`config.mk`:
```
export PLATFORM = sky130hd
export DESIGN_NAME = contador_bcd
export DESIGN_NICKNAME = d
export VERILOG_FILES = /design/src/rtl/contador_bcd_pkg.sv /design/src/rtl/contador_bcd_debouncer.sv /design/src/rtl/contador_bcd.sv
export SDC_FILE = /design/constraint.sdc
export NUM_CORES = 1
export LEC_CHECK = 0
export BUFFER_PORTS_ARGS = -buffer_cell sky130_fd_sc_hd__buf_2
export CORE_MARGIN = 1
export CORE_UTILIZATION = 54
export CTS_CLUSTER_DIAMETER = 120
export DETAILED_ROUTE_END_ITERATION = 7
export PLACE_DENSITY = 0.84
export SLEW_MARGIN = 30
export SYNTH_ARGS = -nofsm -noshare
export SYNTH_HDL_FRONTEND = slang
export SYNTH_HIERARCHICAL = 1
export SYNTH_SLANG_ARGS = --single-unit
export TNS_END_PERCENT = 20
```
`constraint.sdc`:
```
create_clock -name clk -period 2.1 [get_ports clk]
set_input_delay 0.105 -clock clk [delete_from_list [all_inputs] [get_ports clk]]
set_output_delay 0.105 -clock clk [all_outputs]
set_load 0.02 [all_outputs]
```
`src/rtl/contador_bcd_pkg.sv`:
```
// Shared types and the BCD step rule for the contador_bcd up/down counter.
// Imported by the counter top, its interface and the testbench.
package contador_bcd_pkg;

  typedef enum logic {
    PARADO   = 1'b0,
    CONTANDO = 1'b1
  } estado_t;

  typedef logic [3:0] bcd_t;

  typedef struct packed {
    bcd_t dez;
    bcd_t uni;
  } valor_t;

  typedef struct packed {
    valor_t v;
    logic   wrap;
  } step_t;

  // One tick of the two-digit counter.
  // Terminal values wrap and raise the wrap flag.
  function automatic step_t bcd_step(
    input valor_t v,
    input logic   dn,
    input valor_t vmax
  );
    step_t r;
    r.v    = v;
    r.wrap = 1'b0;
    if (!dn) begin
      unique case (1'b1)
        (v == vmax): begin
          r.v    = '0;
          r.wrap = 1'b1;
        end
        (v != vmax && v.uni == 4'd9): begin
          r.v.uni = 4'd0;
          r.v.dez = v.dez + 4'd1;
        end
        default: r.v.uni = v.uni + 4'd1;
      endcase
    end else begin
      unique case (1'b1)
        (v == '0): begin
          r.v    = vmax;
          r.wrap = 1'b1;
        end
        (v != '0 && v.uni == 4'd0): begin
          r.v.uni = 4'd9;
          r.v.dez = v.dez - 4'd1;
        end
        default: r.v.uni = v.uni - 4'd1;
      endcase
    end
    return r;
  endfunction

endpackage

```
`src/rtl/contador_bcd_debouncer.sv`:
```
// debouncer: level filter, output follows input after N equal samples.
// Only built when CONTADOR_BCD_DEBOUNCE_EN is defined.
`ifdef CONTADOR_BCD_DEBOUNCE_EN
module debouncer #(
  parameter int N = 500_000
) (
  input  logic clk,
  input  logic rst_n,
  input  logic din,
  output logic dout
);

  localparam int CW = (N > 1) ? $clog2(N) : 1;
  localparam logic [CW-1:0] C_TOP = CW'(N - 1);

  logic [CW-1:0] cnt_q, cnt_d;
  logic          dout_q, dout_d;

  // Any sample equal to the output restarts the stability run.
  always_comb begin
    cnt_d  = cnt_q;
    dout_d = dout_q;
    if (din == dout_q) begin
      cnt_d = '0;
    end else if (cnt_q == C_TOP) begin
      dout_d = din;
      cnt_d  = '0;
    end else begin
      cnt_d = cnt_q + 1'b1;
    end
  end

  always_ff @(posedge clk or negedge rst_n) begin
    if (!rst_n) begin
      cnt_q  <= '0;
      dout_q <= 1'b0;
    end else begin
      cnt_q  <= cnt_d;
      dout_q <= dout_d;
    end
  end

  assign dout = dout_q;

endmodule
`endif

```
`src/rtl/contador_bcd.sv`:
```
// contador_bcd: start/stop two-digit BCD up/down counter with prescaler.
// Define CONTADOR_BCD_DEBOUNCE_EN to debounce btn_start.
module contador_bcd
  import contador_bcd_pkg::*;
#(
  parameter int CLK_HZ     = 50_000_000,
  parameter int TICK_HZ    = 1,
  parameter int MAX_VAL    = 59,
  parameter int DEB_CYCLES = 500_000
) (
  input  logic clk,
  input  logic rst_n,
  input  logic btn_start,
  input  logic clr,
  input  logic down,
  output bcd_t unidade,
  output bcd_t dezena,
  output logic wrap,
  output logic running
);

  localparam int DIV = CLK_HZ / TICK_HZ;
  localparam int PW  = (DIV > 1) ? $clog2(DIV) : 1;
  localparam logic [PW-1:0] P_TOP = PW'(DIV - 1);
  localparam valor_t V_MAX = '{
    dez: bcd_t'(MAX_VAL / 10),
    uni: bcd_t'(MAX_VAL % 10)
  };

  logic [1:0]    sync_q, sync_d;
  logic          btn_lvl;
  logic          btn_prev_q, btn_prev_d;
  logic          btn_rise;
  estado_t       state_q, state_d;
  logic          running_q, running_d;
  logic [PW-1:0] presc_q, presc_d;
  valor_t        val_q, val_d;
  logic          wrap_q, wrap_d;
  logic          tick;
  step_t         nxt;

`ifdef CONTADOR_BCD_DEBOUNCE_EN
  debouncer #(
    .N (DEB_CYCLES)
  ) u_deb (
    .clk   (clk),
    .rst_n (rst_n),
    .din   (sync_q[1]),
    .dout  (btn_lvl)
  );
`else
  localparam int unused_deb = DEB_CYCLES;
  assign btn_lvl = sync_q[1];
`endif

  always_comb begin
    sync_d     = {sync_q[0], btn_start};
    btn_prev_d = btn_lvl;
    btn_rise   = btn_lvl & ~btn_prev_q;

    state_d = state_q;
    if (btn_rise) begin
      state_d = (state_q == PARADO) ? CONTANDO : PARADO;
    end
    running_d = (state_d == CONTANDO);

    // Prescaler freezes while stopped so a restart resumes the period.
    tick    = (state_q == CONTANDO) && (presc_q == P_TOP);
    presc_d = presc_q;
    if (state_q == CONTANDO) begin
      presc_d = tick ? '0 : presc_q + 1'b1;
    end

    nxt    = bcd_step(val_q, down, V_MAX);
    val_d  = val_q;
    wrap_d = 1'b0;
    if (tick) begin
      val_d  = nxt.v;
      wrap_d = nxt.wrap;
    end

    if (clr) begin
      presc_d = '0;
      val_d   = '0;
      wrap_d  = 1'b0;
    end
  end

  always_ff @(posedge clk or negedge rst_n) begin
    if (!rst_n) begin
      sync_q     <= '0;
      btn_prev_q <= 1'b0;
      state_q    <= PARADO;
      running_q  <= 1'b0;
      presc_q    <= '0;
      val_q      <= '0;
      wrap_q     <= 1'b0;
    end else begin
      sync_q     <= sync_d;
      btn_prev_q <= btn_prev_d;
      state_q    <= state_d;
      running_q  <= running_d;
      presc_q    <= presc_d;
      val_q      <= val_d;
      wrap_q     <= wrap_d;
    end
  end

  assign unidade = val_q.uni;
  assign dezena  = val_q.dez;
  assign wrap    = wrap_q;
  assign running = running_q;

endmodule

```
==> results_dict.tcl, run 1 <==
set metrics [dict create \
    status "completed" \
    io_pins 15 \
    syn-num-nets 267 \
    maxCapViolCount 0 \
    synthArstFlopShare_pct 100 \
    gp_congestion 0.846 \
    core_area_um2 4060 \
    initial_core_util_pct 57.1 \
    final-setup-viol-count 0 \
    yosysTopAreaCellShare_pct 42.1 \
    cts_buffers 5 \
    num_vias 2092 \
    wl_per_cell_um 15.4 \
    syn_inst 254 \
    fmaxAchievable_mhz 478 \
    switchingPower_mw 0.509 \
    clkPwrFrac_pct 32.9 \
    design_area_um2 2830 \
    startpoint_type "flip-flop" \
    ys_top_cells_by_area "dfrtp_1, nor2_1, ha_1" \
    areaGrowthSynthToFinish_pct 22.2 \
    fin_hold_ws_ns 0.131 \
    cp_max_fo 4 \
    grt_util_all_layers_pct 25.8 \
    synth_seq_cells 39 \
    arrival_ns 2.33 \
    ys.flop_type "dfrtp_1" \
    relSlewSlack_pct 60.1 \
    antenna_found_initial 0 \
    rows 23 \
    htreeDepth 2 \
    synth.most_common_cell "dfrtp_1" \
    powerDensity_nw_per_um2 617 \
    totalWireLength_mm 5.47 \
    drc 0 \
    fin_crit_ns 2.09 \
    die_w_um 67.5 \
    first_pass_iters 4 \
    crit_type "reg -> reg" \
    fin_skew_ns 0.00776 \
    dp_hpwl_mm 3.74 \
    synth_common_cells "dfrtp_1, nor2_1, nand3_1, nand2_1, nor3_1" \
    die_area_um2 4550 \
    clkLatencyLatePin_ns 0.30 \
    syn_area_um2 2320 \
    report.final.hold_viol_count 0 \
    synth-edff-count 0 \
    ant_nets 0 \
    grt_pass1_vias 1934 \
    rsz0062_at_grt "true" \
    cts_tree "done" \
    swShare_pct 29.1 \
    intPower_mw 1.24 \
    tightestPinTransition_ns 0.593 \
    yosys_warnings 6 \
    num_antenna_cells 0 \
    grt_max_degree 40 \
    required_ns 2.34 \
    die_y_um 67.5 \
    ir_drop_mv 0.640 \
    endpoint_kind "flip-flop" \
    io_buffer_count 14 \
    hp-class "in -> reg" \
    cts_buffer_depth 2 \
    synth.distinct_cells 49 \
    gr-total-overflow 0 \
    viasPerCell 5.91 \
    grt_pass1_wl_mm 8.66 \
    final_nets 316 \
    drv_slew 0 \
    p_comb_share_pct 18.6 \
    min_period_over_period_pct 99.6 \
    cts_sinks 39 \
    drive_gt1_share_pct 24.7 \
    p_leak_nw 1.20 \
    avgSynthCellArea_um2 9.12 \
    synth_top_area_cell "dfrtp_1" \
    placed_area_um2 2620 \
    clkTransAtPathRegs_ns 0.08 \
    cts_root_buf "clkbuf_8" \
    power_frac_seq_pct 48.5 \
    drt-initial-drc-count 179 \
    seq_area_frac_synth_pct 42.1 \
]
==> layout by cell type, fill, tap and decap left out, types with 2 or more instances in the layout <==
cell type	count
or2_2	2
ha_1	8
nand4_1	9
nor4_4	2
nand2_1	16
o21ai_0	7
or4_4	2
o21ai_2	2
dfrtp_1	39
or3_1	3
nor2_1	30
dlygate4sd3_1	2
xnor2_1	10
buf_4	37
o31ai_1	2
nor3b_1	4
a21oi_1	10
nand3b_1	5
nor4_1	5
nand3_1	18
xor2_1	11
inv_1	10
o21ai_1	2
buf_2	13
nor3_1	14
nand2b_1	4
and3_1	3
clkbuf_8	7
==> layout make-up <==
| type | instances | area (um2) |
|---|---|---|
| clock buffers | 7 | 96.3 |
| clock inverters | 1 | 7.51 |
| fillers | 301 | 1230 |
| inverters | 10 | 37.5 |
| multi-input cells | 195 | 1290 |
| flip-flops and latches | 39 | 976 |
| well taps | 50 | 62.6 |
| repair buffers | 52 | 363 |
==> per-stage QoR <==
| stage | worst slack, ns | setup TNS [ns] | utilization (%) | instances | power, mW |
|---|---|---|---|---|---|
| 6_report | 0.00804 | 0 | 69.8 | 354 | 1.75 |
| 5_1_grt | -0.0403 | -0.0548 | 69.8 | 354 | 1.81 |
| 2_1_floorplan | 0.0547 | 0 | - | 254 | 1.03 |
| 3_3_place_gp | 0.0878 | 0 | 64.5 | 336 | 1.16 |
| 3_5_place_dp | 0.00218 | 0 | 64.5 | 336 | 1.17 |
| 4_1_cts | 0.0712 | 0 | 67.5 | 346 | 1.74 |
==> worst max-delay path, cell delays in order (launching register included) <==
cell and delay (ns):
dfrtp_1 0.40, or4_4 0.57, nor4_4 0.36, nand3_4 0.13
buf_4 0.17, a21oi_1 0.17, o221a_2 0.22
==> power by group through the flow <==
stage / combinational, mW / clock [mW] / sequential (mW)
5_1_grt: 0.358 / 0.603 / 0.853
3_5_place_dp: 0.309 / 0 / 0.859
4_1_cts: 0.319 / 0.578 / 0.845
6_report: 0.325 / 0.574 / 0.847
3_3_place_gp: 0.301 / 0 / 0.857
2_1_floorplan: 0.160 / 0 / 0.872
==> state kept, by name, indices dropped and copies added, names as in the netlist <==
signal / cells
dezena: 4
running: 1
presc_q: 26
unidade: 4
sync_q: 2
wrap: 1
btn_prev_q: 1
==> logic make-up (layout without fill, tap and decap cells) <==
kind of cell | after synthesis | in the layout | synth area share, %
DFF | 39 | 39 | 42.1
buffers and inverters | 20 | 70 | 3.46
adders and majority gates | 8 | 8 | 4.32
muxes | 1 | 1 | 0.432
AOI/OAI and AO/OA | 41 | 41 | 11.7
xor gates and xnor gates | 21 | 21 | 7.94
and+or+nand+nor | 124 | 124 | 30.0
==> metal layers <==
| layer | vias up | GRT usage [%] | routed length [um] |
|---|---|---|---|
| met5 | - | 0 | 0 |
| li1 | 1007 | - | - |
| met3 | 12 | 5.07 | 257 |
| met4 | 0 | 11.7 | 87 |
| met2 | 61 | 42.9 | 2750 |
| met1 | 1012 | 31.8 | 2370 |
==> worst paths after layout <==
| kind | depth (start not counted) | endpoint | startpoint | slack, ns |
|---|---|---|---|---|
| setup / recovery | 6 | unidade[0] | presc_q[9] | 0.008 |
| hold / removal | 2 | presc_q[25] | clr | 0.13 |
| setup reg to reg | 6 | unidade[0] | presc_q[9] | 0.008 |
| hold reg to reg | 0 | sync_q[1] | sync_q[0] | 0.35 |
| max in group asynchronous | 2 | unidade[2] | rst_n | 1.45 |
| min in group asynchronous | 2 | presc_q[17] | rst_n | 0.30 |
==> what timing repair did <==
item / in CTS / in global routing
setup endpoints to repair: 2 / 5
endpoints found under the hold margin: 40 / 0
setup buffers: 0 / 8
hold buffers: 2 / 0
pin swaps: 1 / 6
gates resized for setup: 1 / 7
Note: power is estimated with default switching activity, not from simulation.
==> run 2, diff against run 1 <==
--- a/config.mk
+++ b/config.mk
@@ -8,4 +8,7 @@
 export BUFFER_PORTS_ARGS = -buffer_cell sky130_fd_sc_hd__buf_2
+export CELL_PAD_IN_SITES_DETAIL_PLACEMENT = 2
+export CELL_PAD_IN_SITES_GLOBAL_PLACEMENT = 2
+export CORE_ASPECT_RATIO = 1.25
 export CORE_MARGIN = 1
-export CORE_UTILIZATION = 54
+export CORE_UTILIZATION = 34
 export CTS_CLUSTER_DIAMETER = 120
==> constraint.sdc (replaced) <==
create_clock -name clk -period 2.1 [get_ports clk]
set_input_delay 0.21 -clock clk [delete_from_list [all_inputs] [get_ports clk]]
set_output_delay 0.21 -clock clk [all_outputs]
set_load 0.02 [all_outputs]
==> results_dict.tcl, run 2 (synthesis gave the netlist of run 1 again) <==
set metrics [dict create \
    die_y_um 94.3 \
    crit_type "reg -> reg" \
    hp-class "reg -> reg" \
    met1_usage_pct 25.8 \
    num_vias 2173 \
    top_usage_layer "met2" \
    wl_per_cell_um 20.2 \
    fin_crit_ns 2.11 \
    drt-initial-drc-count 85 \
    arrival_ns 2.31 \
    switchingPower_mw 0.541 \
    layout_commonest_cell "dfrtp_1" \
    gr-total-overflow 0 \
    r2r_slack_ns -0.01 \
    swShare_pct 27.6 \
    tightestPinTransition_ns 0.517 \
    cts_buffer_depth 2 \
    areaGrowthSynthToFinish_pct 25.3 \
    rsz0062_at_grt "true" \
    grt_pass1_vias 2454 \
    endpoint_kind "flip-flop" \
    crit-reg2reg-launch "presc_q[18]" \
    violations "setup timing" \
    totalWireLength_mm 7.90 \
    antenna_found_initial 0 \
    p_comb_share_pct 17.6 \
    reg2reg_depth 5 \
    gr-usage-met2_pct 44.7 \
    setup_tns_ns -0.0121 \
    cp-endpoint "presc_q[25]" \
    grt_max_degree 22 \
    crit_start "presc_q[18]" \
    rows 33 \
    regToRegEndpoint "presc_q[25]" \
    final_nets 316 \
    p_leak_nw 1.21 \
    report.final.hold_viol_count 0 \
    io_buffer_count 14 \
    power_frac_seq_pct 43.5 \
    required_ns 2.29 \
    die_area_um2 7150 \
    dp_slack_ns -0.0130 \
    clkLatencyLatePin_ns 0.31 \
    cts_buffers 5 \
    largest_reg_flops 26 \
    cts_root_buf "clkbuf_8" \
    htreeDepth 2 \
    first_pass_iters 4 \
    intPower_mw 1.42 \
    ant_nets 0 \
    layout_common_cells "dfrtp_1, buf_4, nor2_1" \
    top_register "presc_q" \
    fin_ws_ns -0.0121 \
    die_w_um 75.8 \
    clkTransAtPathRegs_ns 0.09 \
    cts_tree "done" \
    grt_util_all_layers_pct 24.4 \
    clkPwrFrac_pct 38.9 \
    ir_drop_mv 0.299 \
    initial_core_util_pct 35.3 \
    drc 0 \
    grt_use_met3_pct 3.97 \
    grt_pass1_wl_mm 12.5 \
    dp_hpwl_mm 5.60 \
    startpoint_type "flip-flop" \
    drv_slew 0 \
    num_antenna_cells 0 \
    cts_sinks 39 \
    maxCapViolCount 0 \
    fmaxAchievable_mhz 473 \
    gp_congestion 0.746 \
    cp_max_fo 4 \
    fin_hold_ws_ns 0.358 \
    powerDensity_nw_per_um2 674 \
    final-setup-viol-count 1 \
    core_area_um2 6570 \
    fin_skew_ns 0.0123 \
    min_period_over_period_pct 101 \
    io_pins 15 \
    status "complete, but fails checks" \
    drive_gt1_share_pct 23.4 \
    viasPerCell 5.56 \
    relSlewSlack_pct 65.3 \
]
==> run 2: cell count changes in the layout (fill, tap and decap cells not counted), sizes merged <==
cell,change
clkinvlp,-1
bufinv,+2
clkbuf,-1
==> run 2: worst min path at each step <==
stage | start | depth (start not counted) | endpoint | slack (ns)
6_report | sync_q[0] | 0 | sync_q[1] | 0.36
3_3_place_gp | rst_n | 1 | presc_q[10] | 0.18
5_1_grt | sync_q[0] | 0 | sync_q[1] | 0.38
2_1_floorplan | rst_n | 0 | btn_prev_q | -0.09
3_5_place_dp | rst_n | 1 | presc_q[10] | 0.18
4_1_cts | sync_q[0] | 0 | sync_q[1] | 0.37
==> run 2: per-stage QoR <==
step	util [%]	std cells	cell area [um2]	power [mW]
6_report	44.2	391	2900	1.96
3_5_place_dp	41.4	379	2720	1.19
3_3_place_gp	41.4	379	2720	1.17
5_1_grt	44.2	391	2900	2.05
4_1_cts	43.9	389	2880	1.99
2_1_floorplan	-	254	2320	1.03
==> run 2: power groups by stage <==
stage | Sequential (mW) | Clock (mW) | Combinational, mW
2_1_floorplan | 0.872 | 0 | 0.160
3_3_place_gp | 0.859 | 0 | 0.314
3_5_place_dp | 0.865 | 0 | 0.329
4_1_cts | 0.851 | 0.791 | 0.349
5_1_grt | 0.861 | 0.816 | 0.374
6_report | 0.852 | 0.761 | 0.345
==> run 2: layer usage <==
metal | vias to the layer above | routed length [um]
met3 | 19 | 134
met1 | 1110 | 3070
met5 | - | 0
met4 | 0 | 285
li1 | 1005 | -
met2 | 39 | 4410
==> run 2: layout make-up <==
cell class / instances / area (um2)
tap: 87 / 109
inverter: 10 / 37.5
multi-input combinational: 195 / 1270
sequential: 39 / 976
clock inverter: 2 / 60.1
clock buffer: 6 / 72.6
fill: 726 / 3660
timing repair buffer: 52 / 373
==> run 2: repair_timing <==
action / 4_1_cts / 5_1_grt
setup endpoints to repair: 5 / 9
gates resized for setup: 1 / 3
hold buffers: 2 / 0
hold endpoints to repair: 19 / 0
pin swaps: 1 / 2
setup buffers: 0 / 2
==> run 2: worst max-delay path, cell delays in order (launching register included) <==
cell	delay (ns)
dfrtp_1	0.45
nand4_1	0.20
or3_1	0.36
or4_1	0.43
or4b_1	0.47
o311ai_0	0.10
